===== src/rtl/decode_pkg.sv =====
// decode_pkg: opcodes, control-word layout and the per-lane
// decode record shared by the decode stage and its lane decoder.
package decode_pkg;

  localparam int CTRL_W = 11;

  localparam logic [6:0] OP_R     = 7'b0110011;
  localparam logic [6:0] OP_LOAD  = 7'b0000011;
  localparam logic [6:0] OP_IMM   = 7'b0010011;
  localparam logic [6:0] OP_STORE = 7'b0100011;
  localparam logic [6:0] OP_LUI   = 7'b0110111;
  localparam logic [6:0] OP_AUIPC = 7'b0010111;
  localparam logic [6:0] OP_BR    = 7'b1100011;
  localparam logic [6:0] OP_JAL   = 7'b1101111;
  localparam logic [6:0] OP_JALR  = 7'b1100111;

  localparam int C_AOP    = 0;
  localparam int C_BW     = 2;
  localparam int C_MWR    = 3;
  localparam int C_MRE    = 4;
  localparam int C_M2R    = 5;
  localparam int C_ALUSRC = 6;
  localparam int C_RW     = 7;
  localparam int C_BR     = 8;
  localparam int C_JMP    = 9;
  localparam int C_PCA    = 10;

  // aluop: 00 address add, 01 compare, 10 funct3-decoded
  localparam logic [1:0] AOP_ADD = 2'b00;
  localparam logic [1:0] AOP_BR  = 2'b01;
  localparam logic [1:0] AOP_FN  = 2'b10;

  localparam logic [3:0] ALU_ADD  = 4'b0000;
  localparam logic [3:0] ALU_SUB  = 4'b0001;
  localparam logic [3:0] ALU_SLL  = 4'b0010;
  localparam logic [3:0] ALU_SLT  = 4'b0100;
  localparam logic [3:0] ALU_SLTU = 4'b0110;
  localparam logic [3:0] ALU_XOR  = 4'b1000;
  localparam logic [3:0] ALU_SRL  = 4'b1010;
  localparam logic [3:0] ALU_SRA  = 4'b1011;
  localparam logic [3:0] ALU_OR   = 4'b1100;
  localparam logic [3:0] ALU_AND  = 4'b1110;

  typedef struct packed {
    logic              illegal;
    logic [4:0]        rd;
    logic [4:0]        rs1;
    logic [4:0]        rs2;
    logic [31:0]       imm;
    logic [CTRL_W-1:0] ctrls;
    logic [3:0]        alu_sel;
  } lane_dec_t;

  function automatic logic [3:0] alu_f3(
    input logic [2:0] f3,
    input logic       alt
  );
    unique case (f3)
      3'b000:  return alt ? ALU_SUB : ALU_ADD;
      3'b001:  return ALU_SLL;
      3'b010:  return ALU_SLT;
      3'b011:  return ALU_SLTU;
      3'b100:  return ALU_XOR;
      3'b101:  return alt ? ALU_SRA : ALU_SRL;
      3'b110:  return ALU_OR;
      default: return ALU_AND;
    endcase
  endfunction

endpackage


===== src/rtl/decode_if.sv =====
// decode_if: fetch-side and issue-side bundle handshakes
// of the decode stage.
interface fetch_if #(
  parameter int N_LANES = 2,
  parameter int XLEN    = 32
);
  logic                   valid;
  logic                   ready;
  logic [XLEN-1:0]        pc;
  logic [N_LANES*32-1:0]  instr;
  logic [N_LANES-1:0]     mask;

  modport master (output valid, pc, instr, mask, input ready);
  modport slave  (input valid, pc, instr, mask, output ready);
endinterface

interface issue_if
  import decode_pkg::*;
#(
  parameter int N_LANES = 2,
  parameter int XLEN    = 32
);
  logic                       valid;
  logic                       ready;
  logic [N_LANES*XLEN-1:0]    pc;
  logic [N_LANES-1:0]         lane_vld;
  logic [N_LANES-1:0]         illegal;
  logic [N_LANES*5-1:0]       rd;
  logic [N_LANES*5-1:0]       rs1;
  logic [N_LANES*5-1:0]       rs2;
  logic [N_LANES*XLEN-1:0]    imm;
  logic [N_LANES*CTRL_W-1:0]  ctrls;
  logic [N_LANES*4-1:0]       alu_sel;

  modport master (
    output valid, pc, lane_vld, illegal, rd, rs1, rs2,
    output imm, ctrls, alu_sel,
    input  ready
  );
  modport slave (
    input  valid, pc, lane_vld, illegal, rd, rs1, rs2,
    input  imm, ctrls, alu_sel,
    output ready
  );
endinterface


===== src/rtl/decode_lane.sv =====
// decode_lane: combinational RV32I decoder for one lane; fields
// a format does not use are left zero.
module decode_lane
  import decode_pkg::*;
(
  input  logic [31:0] instr_i,
  output lane_dec_t   dec_o
);

  logic [6:0]        opc;
  logic [2:0]        f3;
  logic [4:0]        rd, rs1, rs2;
  logic [31:0]       imm_i, imm_s, imm_b, imm_u, imm_j;
  logic [CTRL_W-1:0] c;

  assign opc = instr_i[6:0];
  assign f3  = instr_i[14:12];
  assign rd  = instr_i[11:7];
  assign rs1 = instr_i[19:15];
  assign rs2 = instr_i[24:20];

  assign imm_i = {{20{instr_i[31]}}, instr_i[31:20]};
  assign imm_s = {{20{instr_i[31]}}, instr_i[31:25],
                  instr_i[11:7]};
  assign imm_b = {{19{instr_i[31]}}, instr_i[31], instr_i[7],
                  instr_i[30:25], instr_i[11:8], 1'b0};
  assign imm_u = {instr_i[31:12], 12'h000};
  assign imm_j = {{11{instr_i[31]}}, instr_i[31],
                  instr_i[19:12], instr_i[20],
                  instr_i[30:21], 1'b0};

  always_comb begin
    dec_o = '0;
    c     = '0;
    unique case (1'b1)
      (opc == OP_R): begin
        c[C_RW]         = 1'b1;
        c[C_AOP +: 2]   = AOP_FN;
        dec_o.rd        = rd;
        dec_o.rs1       = rs1;
        dec_o.rs2       = rs2;
        dec_o.alu_sel   = alu_f3(f3, instr_i[30]);
      end
      (opc == OP_IMM): begin
        c[C_RW]         = 1'b1;
        c[C_ALUSRC]     = 1'b1;
        c[C_AOP +: 2]   = AOP_FN;
        dec_o.rd        = rd;
        dec_o.rs1       = rs1;
        dec_o.imm       = imm_i;
        // bit 30 of an I-immediate only selects SRAI
        dec_o.alu_sel   = alu_f3(f3,
                            instr_i[30] & (f3 == 3'b101));
      end
      (opc == OP_LOAD): begin
        c[C_RW]         = 1'b1;
        c[C_ALUSRC]     = 1'b1;
        c[C_M2R]        = 1'b1;
        c[C_MRE]        = 1'b1;
        c[C_BW]         = (f3 != 3'b000);
        dec_o.rd        = rd;
        dec_o.rs1       = rs1;
        dec_o.imm       = imm_i;
      end
      (opc == OP_STORE): begin
        c[C_ALUSRC]     = 1'b1;
        c[C_MWR]        = 1'b1;
        c[C_BW]         = (f3 != 3'b000);
        dec_o.rs1       = rs1;
        dec_o.rs2       = rs2;
        dec_o.imm       = imm_s;
      end
      (opc == OP_LUI): begin
        c[C_RW]         = 1'b1;
        c[C_ALUSRC]     = 1'b1;
        dec_o.rd        = rd;
        dec_o.imm       = imm_u;
      end
      (opc == OP_AUIPC): begin
        c[C_RW]         = 1'b1;
        c[C_ALUSRC]     = 1'b1;
        c[C_PCA]        = 1'b1;
        dec_o.rd        = rd;
        dec_o.imm       = imm_u;
      end
      (opc == OP_BR): begin
        c[C_BR]         = 1'b1;
        c[C_AOP +: 2]   = AOP_BR;
        dec_o.rs1       = rs1;
        dec_o.rs2       = rs2;
        dec_o.imm       = imm_b;
        dec_o.alu_sel   = ALU_SUB;
      end
      (opc == OP_JAL): begin
        c[C_RW]         = 1'b1;
        c[C_ALUSRC]     = 1'b1;
        c[C_JMP]        = 1'b1;
        c[C_PCA]        = 1'b1;
        dec_o.rd        = rd;
        dec_o.imm       = imm_j;
      end
      (opc == OP_JALR): begin
        c[C_RW]         = 1'b1;
        c[C_ALUSRC]     = 1'b1;
        c[C_JMP]        = 1'b1;
        c[C_PCA]        = 1'b1;
        dec_o.rd        = rd;
        dec_o.rs1       = rs1;
        dec_o.imm       = imm_i;
      end
      default: dec_o.illegal = 1'b1;
    endcase
    if (dec_o.rd == 5'd0) c[C_RW] = 1'b0;
    dec_o.ctrls = c;
  end

endmodule


===== src/rtl/decode_stage.sv =====
// decode_stage: registered multi-lane decode with skid buffer,
// precise illegal masking and flush.
module decode_stage
  import decode_pkg::*;
#(
  parameter int N_LANES     = 2,
  parameter int INSTR_WIDTH = 32,
  parameter int XLEN        = 32
) (
  input  logic    clk,
  input  logic    rst_n,
  input  logic    flush,
  fetch_if.slave  fetch,
  issue_if.master issue
);

  typedef struct packed {
    logic [XLEN-1:0] pc;
    logic            vld;
    lane_dec_t       d;
  } slot_t;

  lane_dec_t [N_LANES-1:0] dec;
  slot_t     [N_LANES-1:0] new_s;
  slot_t     [N_LANES-1:0] main_q, main_d;
  slot_t     [N_LANES-1:0] skid_q, skid_d;
  logic                    main_v_q, main_v_d;
  logic                    skid_v_q, skid_v_d;
  logic                    acc, drn;

  for (genvar i = 0; i < N_LANES; i++) begin : g_lane
    decode_lane u_lane (
      .instr_i (fetch.instr[INSTR_WIDTH*i +: 32]),
      .dec_o   (dec[i])
    );
  end

  // first present illegal lane kills every later lane
  always_comb begin
    logic dead;
    dead  = 1'b0;
    new_s = '0;
    for (int i = 0; i < N_LANES; i++) begin
      if (fetch.mask[i] && !dead) begin
        new_s[i].pc = fetch.pc + XLEN'(4 * i);
        if (dec[i].illegal) begin
          new_s[i].d.illegal = 1'b1;
          dead = 1'b1;
        end else begin
          new_s[i].d   = dec[i];
          new_s[i].vld = 1'b1;
        end
      end
    end
  end

  assign fetch.ready = ~skid_v_q;
  assign acc = fetch.valid & ~skid_v_q;
  assign drn = main_v_q & issue.ready;

  always_comb begin
    main_v_d = main_v_q;
    skid_v_d = skid_v_q;
    main_d   = main_q;
    skid_d   = skid_q;
    if (flush) begin
      main_v_d = 1'b0;
      skid_v_d = 1'b0;
    end else if (!main_v_q || drn) begin
      if (skid_v_q) begin
        main_d   = skid_q;
        main_v_d = 1'b1;
        skid_v_d = 1'b0;
      end else begin
        main_v_d = acc;
        if (acc) main_d = new_s;
      end
    end else if (acc) begin
      skid_d   = new_s;
      skid_v_d = 1'b1;
    end
  end

  always_ff @(posedge clk or negedge rst_n) begin
    if (!rst_n) begin
      main_v_q <= 1'b0;
      skid_v_q <= 1'b0;
      main_q   <= '0;
      skid_q   <= '0;
    end else begin
      main_v_q <= main_v_d;
      skid_v_q <= skid_v_d;
      main_q   <= main_d;
      skid_q   <= skid_d;
    end
  end

  assign issue.valid = main_v_q;

  for (genvar i = 0; i < N_LANES; i++) begin : g_out
    assign issue.pc[XLEN*i +: XLEN]  = main_q[i].pc;
    assign issue.lane_vld[i]         = main_q[i].vld;
    assign issue.illegal[i]          = main_q[i].d.illegal;
    assign issue.rd[5*i +: 5]        = main_q[i].d.rd;
    assign issue.rs1[5*i +: 5]       = main_q[i].d.rs1;
    assign issue.rs2[5*i +: 5]       = main_q[i].d.rs2;
    assign issue.imm[XLEN*i +: XLEN] =
      XLEN'($signed(main_q[i].d.imm));
    assign issue.ctrls[CTRL_W*i +: CTRL_W] = main_q[i].d.ctrls;
    assign issue.alu_sel[4*i +: 4]   = main_q[i].d.alu_sel;
  end

endmodule

===== src/flat_wrapper.sv =====
// flat-port wrapper written by rule: the top's interface ports become plain ports
module decode_stage_flat import decode_pkg::*;
#(
  parameter int N_LANES     = 2,
  parameter int INSTR_WIDTH = 32,
  parameter int XLEN        = 32
)
  (clk, rst_n, flush, fetch_valid, fetch_pc, fetch_instr, fetch_mask, fetch_ready, issue_valid, issue_pc, issue_lane_vld, issue_illegal, issue_rd, issue_rs1, issue_rs2, issue_imm, issue_ctrls, issue_alu_sel, issue_ready);
  fetch_if #(.N_LANES(N_LANES), .XLEN(XLEN)) fetch_i ();
  issue_if #(.N_LANES(N_LANES), .XLEN(XLEN)) issue_i ();
  input  logic clk;
  input  logic rst_n;
  input  logic flush;
  input wire logic [$bits(fetch_i.valid)-1:0] fetch_valid;
  input wire logic [$bits(fetch_i.pc)-1:0] fetch_pc;
  input wire logic [$bits(fetch_i.instr)-1:0] fetch_instr;
  input wire logic [$bits(fetch_i.mask)-1:0] fetch_mask;
  output wire logic [$bits(fetch_i.ready)-1:0] fetch_ready;
  output wire logic [$bits(issue_i.valid)-1:0] issue_valid;
  output wire logic [$bits(issue_i.pc)-1:0] issue_pc;
  output wire logic [$bits(issue_i.lane_vld)-1:0] issue_lane_vld;
  output wire logic [$bits(issue_i.illegal)-1:0] issue_illegal;
  output wire logic [$bits(issue_i.rd)-1:0] issue_rd;
  output wire logic [$bits(issue_i.rs1)-1:0] issue_rs1;
  output wire logic [$bits(issue_i.rs2)-1:0] issue_rs2;
  output wire logic [$bits(issue_i.imm)-1:0] issue_imm;
  output wire logic [$bits(issue_i.ctrls)-1:0] issue_ctrls;
  output wire logic [$bits(issue_i.alu_sel)-1:0] issue_alu_sel;
  input wire logic [$bits(issue_i.ready)-1:0] issue_ready;
  assign fetch_i.valid = fetch_valid;
  assign fetch_i.pc = fetch_pc;
  assign fetch_i.instr = fetch_instr;
  assign fetch_i.mask = fetch_mask;
  assign fetch_ready = fetch_i.ready;
  assign issue_valid = issue_i.valid;
  assign issue_pc = issue_i.pc;
  assign issue_lane_vld = issue_i.lane_vld;
  assign issue_illegal = issue_i.illegal;
  assign issue_rd = issue_i.rd;
  assign issue_rs1 = issue_i.rs1;
  assign issue_rs2 = issue_i.rs2;
  assign issue_imm = issue_i.imm;
  assign issue_ctrls = issue_i.ctrls;
  assign issue_alu_sel = issue_i.alu_sel;
  assign issue_i.ready = issue_ready;
  decode_stage #(.N_LANES(N_LANES), .INSTR_WIDTH(INSTR_WIDTH), .XLEN(XLEN)) u_core (.clk(clk), .rst_n(rst_n), .flush(flush), .fetch(fetch_i), .issue(issue_i));
endmodule

===== config.mk =====
export PLATFORM = sky130hd
export DESIGN_NAME = decode_stage_flat
export DESIGN_NICKNAME = d
export VERILOG_FILES = /design/src/rtl/decode_pkg.sv /design/src/rtl/decode_if.sv /design/src/rtl/decode_lane.sv /design/src/rtl/decode_stage.sv /design/src/flat_wrapper.sv
export SDC_FILE = /design/constraint.sdc
export NUM_CORES = 1
export LEC_CHECK = 0
export ABC_AREA = 1
export CORE_AREA = 10 10 200 202
export DETAILED_ROUTE_END_ITERATION = 10
export DIE_AREA = 0 0 210 212
export DONT_BUFFER_PORTS = 1
export HOLD_SLACK_MARGIN = 0.02
export PLACE_DENSITY = 0.71
export SLEW_MARGIN = 25
export SYNTH_ARGS = -nofsm -noshare
export SYNTH_HDL_FRONTEND = slang
export SYNTH_HIERARCHICAL = 1
export SYNTH_SLANG_ARGS = --single-unit

===== constraint.sdc =====
create_clock -name clk -period 1.5 [get_ports clk]
set_clock_uncertainty 0.05 [all_clocks]
set_input_delay 0.225 -clock clk [delete_from_list [all_inputs] [get_ports clk]]
set_output_delay 0.225 -clock clk [all_outputs]
set_load 0.1 [all_outputs]

After elaboration in Yosys (flattened, before gate mapping)
Cells that the tools add are included.
{"block": "totals", "reg_bits": 386, "in_bits": 103, "output_inout_bits": 194, "elab_cells": 172}
{"block": "classes", "n_addsub": 1, "n_eq_ne": 30, "mux": 59, "bitwise_logic": 7, "reduce_logical": 37}
{"op": "192-bit two-way mux", "n": 2}
{"op": "32-bit one-hot mux with 5 select lines", "n": 2}
{"op": "96-bit two-way mux", "n": 2}
{"op": "62-bit two-way mux", "n": 2}
{"op": "4-bit one-hot mux with 7 select lines", "n": 4}
{"op": "7-bit by 6-bit == test with 1-bit output (second input constant)", "n": 6}
{"op": "7-bit == test (second input constant)", "n": 6}
{"op": "1-bit two-way mux", "n": 35}
{"op": "32-bit by 3-bit adder with 32-bit output (second input constant)", "n": 1}
{"op": "5-bit two-way mux", "n": 6}
{"op": "7-bit by 5-bit == test with 1-bit output (second input constant)", "n": 4}
{"op": "7-bit OR reduction", "n": 4}
{"op": "4-bit one-hot mux with 3 select lines", "n": 2}
{"op": "3-bit == test (second input constant)", "n": 6}
{"op": "3-bit OR reduction", "n": 6}
{"op": "9-bit OR reduction", "n": 2}
{"op": "2-bit OR reduction", "n": 8}
{"op": "7-bit by 2-bit == test with 1-bit output (second input constant)", "n": 2}
{"op": "3-bit by 2-bit == test with 1-bit output (second input constant)", "n": 4}
{"op": "6-bit OR reduction", "n": 2}
{"op": "5-bit zero test", "n": 2}
{"op": "3-bit nonzero test", "n": 3}
{"op": "2-bit one-hot mux with 2 select lines", "n": 2}
{"op": "3-bit by 1-bit == test with 1-bit output (second input constant)", "n": 2}
{"op": "9 further kinds", "n": 19}

Depth between registers and ports, before layout
{"block": "depth", "ltp_word": 9, "depth_mapped": 15}

Modules after synthesis
Netlist, hierarchy kept.
{"mod": "decode_stage", "n_inst": 1, "cells_each": 2229, "area_per_inst_um2": 17787.1, "seq_area_each_um2": 9659.3}
{"mod": "decode_lane", "n_inst": 2, "cells_each": 175, "area_per_inst_um2": 892.1, "seq_area_each_um2": 0.0}

Worst setup path before layout
No wires, ideal clock.
{"block": "synth_timing", "path_type": "flip-flop to flip-flop", "from": "register u_core.skid_v_q", "to": "register u_core.main_q, in the netlist u_core/issue.pc[54]", "setup_ps": 120, "arrival_time_ps": 2050, "required_ps": 1330, "path_slack_ps": -720, "path_stages_with_launch": 8, "path_cell_list": "dfrtp_1 > buf_4 > inv_1 > buf_2 > buf_1 > nand2_1 > nand2_1 > nand2_1"}
{"block": "synth_via", "elab_chain_cells": 4, "elab_cells_between_ends": 5, "cone_classes": "mux (1); bitwise (2); reduce/logical (2)"}
{"element": "start, declared", "line_no": "decode_stage.sv:28", "source": "logic skid_v_q, skid_v_d;"}
{"element": "start signal, assigned", "line_no": "decode_stage.sv:92", "source": "skid_v_q <= skid_v_d;"}
{"element": "1-bit NOT"}
{"element": "via fetch_ready", "line_no": "flat_wrapper.sv:18", "source": "output wire logic [$bits(fetch_i.ready)-1:0] fetch_ready;"}
{"element": "1-bit bitwise AND", "line_no": "decode_stage.sv:58", "source": "assign acc = fetch.valid & ~skid_v_q;"}
{"element": "2-bit nonzero test (no source line)"}
{"element": "3-bit AND reduction (no source line)"}
{"element": "end signal, assigned", "line_no": "decode_stage.sv:93", "source": "main_q <= main_d;"}
{"element": "end, declared", "line_no": "decode_stage.sv:25", "source": "slot_t [N_LANES-1:0] main_q, main_d;"}
The timed path passes the listed nets, and every way through them passes these cells.
A chain may end at the register's enable or synchronous reset.

Worst setup path in the final report
{"block": "layout_timing", "from": "register u_core.main_v_q, in the netlist u_core/issue.valid", "to": "register u_core.main_q, in the netlist u_core/issue.pc[13]"}
{"block": "layout_via", "elab_chain_cells": 3, "elab_cells_between_ends": 4, "cone_classes": "bitwise (1); reduce/logical (3)"}
{"element": "start, declared", "line_no": "decode_stage.sv:27", "source": "logic main_v_q, main_v_d;"}
{"element": "start signal, assigned", "line_no": "decode_stage.sv:91", "source": "main_v_q <= main_v_d;"}
{"element": "1-bit bitwise AND / 1-bit zero test (equally long branches)", "line_no": "decode_stage.sv:59, decode_stage.sv:69"}
{"element": "1-bit logical OR (*)", "line_no": "decode_stage.sv:69", "source": "end else if (!main_v_q || drn) begin"}
{"element": "3-bit AND reduction (no source line) (*)"}
Mark *: on every way between the ends. The rest lies on a longest branch, timed or not.

==> impl_metrics.env <==
export IMPL_arrival_ns=2.24
export IMPL_io_buffers=0
export IMPL_fp_row_count=70
export IMPL_path_cells="inv_2 -> nor2_4 -> inv_2 -> buf_6 -> nand2_8 -> buf_12 -> buf_12 -> buf_16 -> o31ai_1"
export IMPL_cts_htree_levels=2
export IMPL_synthesis_nets=2683
export IMPL_power_internal_mw=18.77
export IMPL_drt_iter0_markers=2212
export IMPL_ys_types=36
export IMPL_setup_slack_ns=-0.3684
export IMPL_cp_slowest_cell="dfrtp_4"
export IMPL_fillers=2458
export IMPL_antenna_found_initial=3
export IMPL_met2_usage_pct=48.79
export IMPL_grt_use_met3_pct=6.515
export IMPL_clk_path_buf_depth=3
export IMPL_grt_pass1_wl_um=106500
export IMPL_seq_power_share_pct=41.3
export IMPL_num_vias=20370
export IMPL_finalHoldWorstSlack_ns=-0.6982
export IMPL_rsz0062_at_grt="true"
export IMPL_switching_share_pct=32.56
export IMPL_required_ns=1.87
export IMPL_die_width_um=210
export IMPL_cts_sinks=386
export IMPL_yosysMostFrequentCell="nand2_1"
export IMPL_dp_hpwl_um=42000
export IMPL_synthCells=2579
export IMPL_p_clk_share_pct=36.9
export IMPL_grt_usage_pct=29.56
export IMPL_grt_busiest_layer="met2"
export IMPL_yosys_top_cells_area="dfrtp_1 (49%), nand2_1 (15%), nor2_1 (6.8%)"
export IMPL_yosys_most_used_dff="dfrtp_1"
export IMPL_power_density_mw_per_mm2=1009
export IMPL_r2r_setup_slack_ns=-0.37
export IMPL_drcViolationCount=0
export IMPL_slew_viol_final=0
export IMPL_nets=3131
export IMPL_grt_max_degree=387
export IMPL_worstSkewPairLatency_ns=0.57
export IMPL_drt_wl_total_um=74150
export IMPL_fp_coreArea_mm2=0.03608
export IMPL_ys_async_sr_fraction_pct=100.0
export IMPL_hold_class="in2async"
export IMPL_ys_warn_count=6
export IMPL_clkTransAtPathRegs_ns=0.06
export IMPL_p_leak_nw=13.81
export IMPL_final_antenna_net_count=0
export IMPL_cts_tree="yes"
export IMPL_power_switching_mw=9.062
export IMPL_worstMarginPinSlew_ns=1.064
export IMPL_hold_viol=386
export IMPL_slowest_delay_ns=0.48
export IMPL_synth_seq_area_share_pct=49.35
export IMPL_netlist_area_mm2=0.01957
export IMPL_drive_gt1_share_pct=26.69
export IMPL_cp_start_kind="flip-flop"
export IMPL_critPathMaxFanout=21
export IMPL_finalCriticalPeriod_ns=1.868
export IMPL_grt_pass1_vias=19410
export IMPL_use_met1_pct=37.17
export IMPL_dr_pass1_iters=8
export IMPL_via_per_inst=5.776
export IMPL_setup_worst_path_class="reg2reg"
export IMPL_end_kind="flip-flop"
export IMPL_finalCritPeriodShare_pct=124.6
export IMPL_drv_cap=0
export IMPL_relSlewSlack_pct=29.06
export IMPL_wl_per_cell_um=21.03
export IMPL_synth_commonest_cells="nand2_1 (787), dfrtp_1 (386), nor2_1 (354), o21ai_0 (219), inv_1 (172)"
export IMPL_start_util_pct=54.24
export IMPL_ir_drop_v=0.001046
export IMPL_die_y_um=212
export IMPL_fin_util_pct=76.44
export IMPL_postSynthAreaPerCell_um2=7.589
export IMPL_combPwrFrac_pct=21.8
export IMPL_ioPinCount=297
export IMPL_cts_root_buf="clkbuf_16"
export IMPL_grt_ovfl_total=0
export IMPL_synth_top_cell_by_area="dfrtp_1"
export IMPL_gp_congestion=0.9454
export IMPL_outcome="finished, violations left"
export IMPL_syn2layout_area_growth_pct=40.94
export IMPL_ys_ff_latch=386
export IMPL_die_area_mm2=0.04452
export IMPL_violations="hold timing, setup timing"
export IMPL_synth_edf_count=0
export IMPL_numCtsBuffers=41
export IMPL_synth_top_area_share_pct=49.35
export IMPL_setup_viol=481
export IMPL_clock_fmax_ghz=0.5352
==> final cells by class <==
| class | instances | area (um2) | area share [%] |
|---|---|---|---|
| Timing Repair Buffer | 564 | 6056 | 21.95 |
| Tap cell | 468 | 585.6 | 2.123 |
| Multi-Input combinational cell | 1858 | 9250 | 33.53 |
| Clock buffer | 63 | 1221 | 4.427 |
| Clock inverter | 7 | 88.84 | 0.3221 |
| Sequential cell | 386 | 9668 | 35.05 |
| Antenna cell | 4 | 10.01 | 0.03629 |
| Inverter | 176 | 704.4 | 2.554 |
==> power by group through the flow <==
stage	logic [mW]	registers, mW	clock network (mW)
after global routing	6.33	11.5	10.7
after global placement	4.97	11.6	0
after floorplan	1.51	14.0	0
after CTS	5.50	11.5	10.3
final	6.07	11.5	10.3
after detailed placement	5.02	11.6	0
==> metal layers <==
layer  routed length, um  up-vias  part of all wire [%]
met5                   0        -                     0
met4                3250        0                   4.4
met3                7178      221                   9.7
met2               35730     1194                    48
met1               27990     9806                    38
li1                    -     9145                     -
==> cell usage in the layout (no fill, tap or decap), drive strengths merged <==
master and n:
a21boi 5, a21o 1, a21oi 118, a2bb2oi 2, buf 412, bufbuf 2, bufinv 2, clkbuf 91
clkinv 6, clkinvlp 1, dfrtp 386, diode 4, dlygate4sd3 121, dlymetal6s4s 1, ha 1, inv 174
nand2 811, nand3 127, nand4 6, nor2 378, nor3 12, o21a 7, o21ai 342, o21bai 5
o31ai 36, or2 6, xor2 1
==> critical path: cells and delay by family (launching register included) <==
kind	cells	cell delay, ns
AOI/OAI and AO/OA	1	0.37
buffers and inverters	6	0.74
DFF	1	0.48
and+or+nand+nor	2	0.09
==> cell families after synthesis <==
group / share of synthesized area, %
flops: 49.35
xor+xnor: 0.04476
simple gates: 28.47
fa+ha+maj: 0.06392
compound gates: 14.41
buf+inv: 7.652
==> path summary, 6_finish.rpt <==
kind                               startpoint  cells past startpoint             endpoint
hold reg to reg             u_core/skid_q[50]                      2    u_core/skid_q[50]
setup / recovery           u_core/issue.valid                      9  u_core/issue.pc[13]
setup reg to reg           u_core/issue.valid                      9  u_core/issue.pc[13]
min in group clk                  issue_ready                      5      u_core/skid_v_q
max in group asynchronous               rst_n                      0   u_core/issue.valid
hold / removal                          rst_n                      0   u_core/issue.pc[4]
==> registers in the layout, summed over array words and instances (netlist names) <==
register and flops:
u_core/skid_v_q 1, u_core/issue.rd 10, u_core/issue.illegal 2, u_core/issue.pc 64, u_core/skid_q 192, u_core/issue.lane_vld 2, u_core/issue.rs2 10, u_core/issue.ctrls 22
u_core/issue.alu_sel 8, u_core/issue.rs1 10, u_core/issue.imm 64, u_core/issue.valid 1
==> repair_timing <==
action / 4_1_cts / 5_1_grt
endpoints found under the setup margin: 511 / 525
gates cloned: 9 / 35
hold buffers: 121 / 2
pin swaps: 2 / 31
setup buffers: 11 / 29
endpoints found under the hold margin: 626 / 392
resized for setup: 42 / 190
==> stage by stage <==
stage,cell area [um2],setup slack [ns],cells,total power [mW],TNS [ns]
2_1_floorplan,20360,-0.4102,2579,15.46,-101.61
3_3_place_gp,22860,-0.6343,3249,16.58,-144.67
3_5_place_dp,22860,-0.7228,3249,16.66,-162.00
4_1_cts,25860,-0.2700,3460,27.23,-56.19
5_1_grt,27580,-0.4315,3525,28.61,-106.53
6_report,27580,-0.3684,3526,27.83,-81.86
Power figures use the tool's default switching activity.
